**config.mk**
```make
export PLATFORM = sky130hd
export DESIGN_NAME = decoder_rr_arbiter_flat
export DESIGN_NICKNAME = d
export VERILOG_FILES = /design/src/rtl/decoder_rr_arbiter_if.sv /design/src/rtl/decoder_rr_arbiter.sv /design/src/flat_wrapper.sv
export SDC_FILE = /design/constraint.sdc
export NUM_CORES = 1
export LEC_CHECK = 0
export CAP_MARGIN = 20
export CORE_ASPECT_RATIO = 0.5
export CORE_MARGIN = 2
export CORE_UTILIZATION = 35
export DETAILED_ROUTE_END_ITERATION = 12
export DONT_BUFFER_PORTS = 1
export PLACE_DENSITY = 0.57
export SETUP_SLACK_MARGIN = 0.3
export SYNTH_ARGS = -nofsm -noshare
export SYNTH_HDL_FRONTEND = slang
export SYNTH_SLANG_ARGS = --single-unit
```
**constraint.sdc**
```tcl
create_clock -name clk -period 4.1 [get_ports clk]
set_input_delay 0.82 -clock clk [delete_from_list [all_inputs] [get_ports clk]]
set_output_delay 0.82 -clock clk [all_outputs]
set_load 0.1 [all_outputs]
```
**src/rtl/decoder_rr_arbiter_if.sv**
```systemverilog
// Request/grant bundle between the requester blocks and the decoded-select arbiter.
// Build option: DEC_ARB_MASK_EN adds the per-requester enable vector req_mask.
//
// Handshake: req[i] is a level request from requester i. It is granted while
// gnt_vld=1 and gnt_idx=i, with gnt=one-hot(i). Each requester keeps req[i]
// high for as long as it wants the resource and drops it to release. There is
// no separate ready signal: the grant itself is the acceptance.
interface decoder_rr_arbiter_if;
  logic [7:0] req;
`ifdef DEC_ARB_MASK_EN
  logic [7:0] req_mask;
`endif
  logic [7:0] gnt;
  logic [2:0] gnt_idx;
  logic       gnt_vld;

`ifdef DEC_ARB_MASK_EN
  modport master (output req, output req_mask, input gnt, input gnt_idx, input gnt_vld);
  modport slave  (input req, input req_mask, output gnt, output gnt_idx, output gnt_vld);
`else
  modport master (output req, input gnt, input gnt_idx, input gnt_vld);
  modport slave  (input req, output gnt, output gnt_idx, output gnt_vld);
`endif
endinterface

```
**src/rtl/decoder_rr_arbiter.sv**
```systemverilog
// Round-robin arbiter sharing one 3-to-8 decoded select among 8 requesters.
// The owner's index is registered and the grant is its decoded one-hot form.
// A hold limit stops one owner from keeping the grant while others wait.
// Build option: DEC_ARB_MASK_EN enables req_mask gating of the requests.
module decoder_rr_arbiter #(
  parameter int unsigned MAX_HOLD   = 4,
  parameter int unsigned HOLD_CNT_W = 3
) (
  input  logic                  clk,
  input  logic                  rst_n,
  decoder_rr_arbiter_if.slave   bus,
  output logic [0:0]            dbg_state
);

  localparam logic [0:0] IDLE  = 1'b0;
  localparam logic [0:0] GRANT = 1'b1;

  // Hold limit in counter width. With no limit the counter still saturates
  // (at all-ones) so it can never wrap.
  localparam logic [HOLD_CNT_W-1:0] HOLD_LIM = HOLD_CNT_W'(MAX_HOLD);
  localparam logic [HOLD_CNT_W-1:0] HOLD_SAT = (MAX_HOLD == 0) ? '1 : HOLD_LIM;

  logic [0:0]            state, nxt_state;
  logic [2:0]            ptr, nxt_ptr;
  logic [HOLD_CNT_W-1:0] hold_cnt, nxt_hold;
  logic [2:0]            nxt_idx;
  logic                  nxt_vld;
  logic [7:0]            nxt_gnt;

  logic [7:0]            ereq;
  logic [7:0]            owner_oh;
  logic [7:0]            others;
  logic                  owner_held;
  logic                  do_grant;
  logic [7:0]            cand;
  logic [2:0]            win;

  // First set bit of e, scanning p+1, p+2, ... and wrapping 7->0.
  function automatic logic [2:0] rr_pick(input logic [7:0] e, input logic [2:0] p);
    logic [2:0] idx;
    logic       found;
    rr_pick = p;
    found   = 1'b0;
    for (int k = 1; k <= 8; k++) begin
      idx = p + 3'(k);
      if (!found && e[idx]) begin
        rr_pick = idx;
        found   = 1'b1;
      end
    end
  endfunction

  // Effective request vector and owner-relative views of it.
  always_comb begin
`ifdef DEC_ARB_MASK_EN
    ereq = bus.req & bus.req_mask;
`else
    ereq = bus.req;
`endif
    owner_oh   = 8'h01 << bus.gnt_idx;
    others     = ereq & ~owner_oh;
    owner_held = ereq[bus.gnt_idx];
  end

  // Winner among the candidate set, searched from just after the last grant.
  always_comb begin
    win = rr_pick(cand, ptr);
  end

  // Next-state decision: idle, keep the owner, or hand over to a new winner.
  always_comb begin
    nxt_state = state;
    nxt_ptr   = ptr;
    nxt_hold  = hold_cnt;
    nxt_idx   = bus.gnt_idx;
    nxt_vld   = bus.gnt_vld;
    do_grant  = 1'b0;
    cand      = 8'h00;

    case (state)
      IDLE: begin
        if (ereq != 8'h00) begin
          do_grant = 1'b1;
          cand     = ereq;
        end
      end
      GRANT: begin
        if (!owner_held) begin
          // Owner released (or masked off): hand over with no idle bubble.
          if (others != 8'h00) begin
            do_grant = 1'b1;
            cand     = others;
          end else begin
            nxt_state = IDLE;
          end
        end else if ((others != 8'h00) && (MAX_HOLD != 0) && (hold_cnt == HOLD_LIM)) begin
          // Owner used up its slot while others wait: rotate past it.
          do_grant = 1'b1;
          cand     = others;
        end else if (hold_cnt != HOLD_SAT) begin
          nxt_hold = hold_cnt + HOLD_CNT_W'(1);
        end
      end
      default: begin
        nxt_state = IDLE;
      end
    endcase

    if (do_grant) begin
      nxt_state = GRANT;
      nxt_idx   = win;
      nxt_vld   = 1'b1;
      nxt_hold  = HOLD_CNT_W'(1);
      nxt_ptr   = win;
    end else if (nxt_state == IDLE) begin
      nxt_idx  = 3'd0;
      nxt_vld  = 1'b0;
      nxt_hold = '0;
    end

    nxt_gnt = nxt_vld ? (8'h01 << nxt_idx) : 8'h00;
  end

  // Registered state and outputs; reset parks the pointer at 7 so the first search starts at 0.
  always_ff @(posedge clk) begin
    if (!rst_n) begin
      state       <= IDLE;
      ptr         <= 3'd7;
      hold_cnt    <= '0;
      bus.gnt     <= 8'h00;
      bus.gnt_idx <= 3'd0;
      bus.gnt_vld <= 1'b0;
    end else begin
      state       <= nxt_state;
      ptr         <= nxt_ptr;
      hold_cnt    <= nxt_hold;
      bus.gnt     <= nxt_gnt;
      bus.gnt_idx <= nxt_idx;
      bus.gnt_vld <= nxt_vld;
    end
  end

  assign dbg_state = state;

endmodule

```
**src/flat_wrapper.sv**
```systemverilog
// flat-port wrapper written by rule: the top's interface ports become plain ports
module decoder_rr_arbiter_flat 
#(
  parameter int unsigned MAX_HOLD   = 4,
  parameter int unsigned HOLD_CNT_W = 3
)
  (clk, rst_n, dbg_state, bus_req, bus_gnt, bus_gnt_idx, bus_gnt_vld);
  decoder_rr_arbiter_if bus_i ();
  input  logic clk;
  input  logic rst_n;
  output logic [0:0] dbg_state;
  input wire logic [$bits(bus_i.req)-1:0] bus_req;
  output wire logic [$bits(bus_i.gnt)-1:0] bus_gnt;
  output wire logic [$bits(bus_i.gnt_idx)-1:0] bus_gnt_idx;
  output wire logic [$bits(bus_i.gnt_vld)-1:0] bus_gnt_vld;
  assign bus_i.req = bus_req;
  assign bus_gnt = bus_i.gnt;
  assign bus_gnt_idx = bus_i.gnt_idx;
  assign bus_gnt_vld = bus_i.gnt_vld;
  decoder_rr_arbiter #(.MAX_HOLD(MAX_HOLD), .HOLD_CNT_W(HOLD_CNT_W)) u_core (.clk(clk), .rst_n(rst_n), .bus(bus_i), .dbg_state(dbg_state));
endmodule
```
==> metrics.txt <==
result of the run completed; final worst path period need about 3700 ps; WL/cell 21.6 µm; Synth Cell Area 2640 µm²; post-DP HPWL 7320 µm; met2 usage a little over a third; CTS root buf clkbuf_16; die width between 100 and 150 µm; vias per cell ~6.6; Yosys reg bits 19; Worst EP required 4230 ps; FMAX roughly 270 MHz; Slew @ Worst Pin about 1000 ps; port bufs 0; CTS buffer count 3; largest net degree at the start of global routing 26; area leader, netlist dfxtp_1; DRT Pass-1 Iters 5; worst reg2reg path startpoint u_core.bus.gnt_idx[2]$_SDFF_PN0_; Multi-input gate area around 2300 µm²; CTS tree done; I/O pin count 23; max_cap viols 0; vias in the first global route approximately 2,900; CTS sink count 19; CTS H-tree depth 1; row count 22; GR peak layer met2; die area a little over 8000 µm²; drc violations 0; final-report max-slew violation count 0; Iteration-0 DRC Markers between 400 and 500; most frequent cell after synthesis nand2_1; TNS Setup 0 ps; synthesized instance count ~360; Core ar. ~7300 µm²; R2R depth 14; synth unique cells 83; initial core utilization ~36%; Post-synth top cells nand2_1 (31), nor2_1 (28), dfxtp_1 (19); latest clock arrival within the worst-skew pair between 200 and 300 ps; nets@finish 402; skew final between 6 and 7 ps; most frequent CP cell buf_4; Clk pin slew, worst setup/hold paths 50 ps; Worst Path Max Fanout 7; GPL Wtd Cong 0.978; met1 usage between 30% and 40%; CP arrival just under 4000 ps; CP peak stage delay 450 ps; via count 3,170; syn avg cell area ~7.4 µm²; initial antenna violation count 0; synth top area cells dfxtp_1 (14%), mux2i_1 (4.5%), nand2_1 (4.4%), nor2_1 (4.0%), a21oi_1 (3.4%); hold endpoint u_core.hold_cnt[1]$_SDFFE_PP0P_; CTS Buffer Depth 2; synth-to-layout area growth 29.2%; capturing point of the worst reg2reg path u_core.bus.gnt[7]$_SDFF_PN0_; Cell Chain, Critical Path buf_6 > mux2i_4 > o31ai_2 > buf_4 > o31a_1 > buf_4 > a21o_1 > nor4b_1 > o22ai_1 > or3_4 > or4_4 > a2bb2oi_4 > o21ai_4 > nor3b_2; Die H 65.4 µm; final WL 10,400 µm; Async SR Flop Fraction 0%; ANT cells 0; Syn Nets between 300 and 400; Reg2Reg Setup Slack between 300 and 400 ps; Worst Hold Class flip-flop to flip-flop; fraction of layout instances using a drive strength above 1 30.5%; type of origin of the critical path flip-flop; CP max stage cell or4_4; RSZ-0062 raised after global routing true; area taken by flip-flops and latches between 300 and 400 µm²; Crit Path Class flip-flop to flip-flop; Post-synth top flop dfxtp_1; kind of end point of the critical path flip-flop; top-area cell type share of the netlist area 14.4%; first-pass GRT wire length 15,200 µm; Antenna Nets Post-Route 0; setup violators final 0; final hold vios 0; Hold Startpoint u_core.hold_cnt[1]$_SDFFE_PP0P_; gr usage total approximately 23%; met3 GRT Util ~4.3%; Hold Crit Depth 2; grt ovf 0; Seq/Total Area, Yosys between 10% and 20%; Post-synth EDFFs 0; Yosys warning count 0; fillers between 700 and 800; period utilization between 90 and 100%; relative slew slack between 30% and 40%
[timing repair]
item / in CTS / in global routing
endpoints found under the setup margin: 9 / 11
hold buffers: 0 / 0
setup buffers: 0 / 21
resized for setup: 2 / 48
cloned: 0 / 2
pin swaps: 0 / 26
[how the worst max path moves through the flow]
stage	startpoint	to	slack, ps
finish	u_core.bus.gnt_idx[2]$_SDFF_PN0_	u_core.bus.gnt[7]$_SDFF_PN0_	350
global route	u_core.bus.gnt_idx[2]$_SDFF_PN0_	u_core.bus.gnt[4]$_SDFF_PN0_	240
CTS	u_core.bus.gnt_idx[1]$_SDFF_PN0_	u_core.bus.gnt[1]$_SDFF_PP0_	300
detailed placement	bus_req[6]	u_core.bus.gnt[3]$_SDFF_PP0_	70
global placement	bus_req[6]	u_core.bus.gnt[6]$_SDFF_PN0_	110
floorplan	bus_req[4]	u_core.bus.gnt[6]$_SDFF_PN0_	330
[cell usage in the layout, fill, tap and decap left out, types with 4 or more instances in the layout]
cell	instances
buf_4	44
nand3_1	14
and2_1	5
nand2_1	31
nor3b_2	4
o22ai_1	5
a31oi_1	6
dfxtp_1	15
nor4_1	4
buf_6	5
or2_2	4
and3_1	4
a211oi_1	6
a21oi_1	16
nor2_1	27
nor3_1	7
nand2b_1	6
mux2i_1	10
o211ai_1	6
nor2b_1	9
inv_1	14
o221ai_1	4
o21ai_0	13
a221o_1	5
or3_1	4
nor3_2	5
[kinds of logic (layout without fill, tap and decap cells)]
| group | Yosys count | count (layout) | synth area share (%) |
|---|---|---|---|
| and+or+nand+nor | 144 | 144 | 29.4 |
| AOI/OAI and AO/OA | 130 | 131 | 39.7 |
| DFF | 19 | 19 | 14.4 |
| muxes | 15 | 15 | 6.26 |
| xor gates and xnor gates | 4 | 4 | 1.33 |
| adders and majority gates | 4 | 4 | 1.90 |
| buffers and inverters | 40 | 70 | 7.01 |
[state kept, by name, indices dropped and copies added, names as in the netlist]
| name | count |
|---|---|
| u_core.bus.gnt | 8 |
| u_core.bus.gnt_idx | 3 |
| u_core.bus.gnt_vld | 1 |
| u_core.dbg_state | 1 |
| u_core.hold_cnt | 3 |
| u_core.ptr | 3 |
[critical path: cells and delay by family, from the launching register on]
| family | cells | cell delay, ps |
|---|---|---|
| and+or+nand+nor | 4 | 1260 |
| AOI/OAI and AO/OA | 6 | 1270 |
| muxes | 1 | 180 |
| buffers and inverters | 3 | 520 |
| DFF | 1 | 390 |
[per-layer routing]
layer / up-vias / part of all wire (%)
li1: 1459 / -
met5: - / 0
met4: 0 / 1.8
met2: 201 / 42
met1: 1490 / 44
met3: 20 / 12
[per-stage QoR]
step	worst slack (ps)	cell area, µm²	std cells	hold slack (ps)	util (%)
after floorplan	329	2660	356	450	-
final	352	3410	483	500	46.6
after CTS	305	2960	460	499	40.4
after detailed placement	71.3	2880	456	492	39.3
after global routing	242	3410	483	536	46.6
after global placement	112	2880	456	468	39.3
[area by class of cell]
type	instances	area share (%)
tap	96	3.52
clock inverter	1	0.147
sequential	19	11.5
clock buffer	3	2.20
timing repair buffer	52	12.5
multi-input combinational	298	68.6
inverter	14	1.54
Power is left out: the tool's default activity adds up to more than one toggle a clock period on the data nets, which glitch-free logic cannot reach.
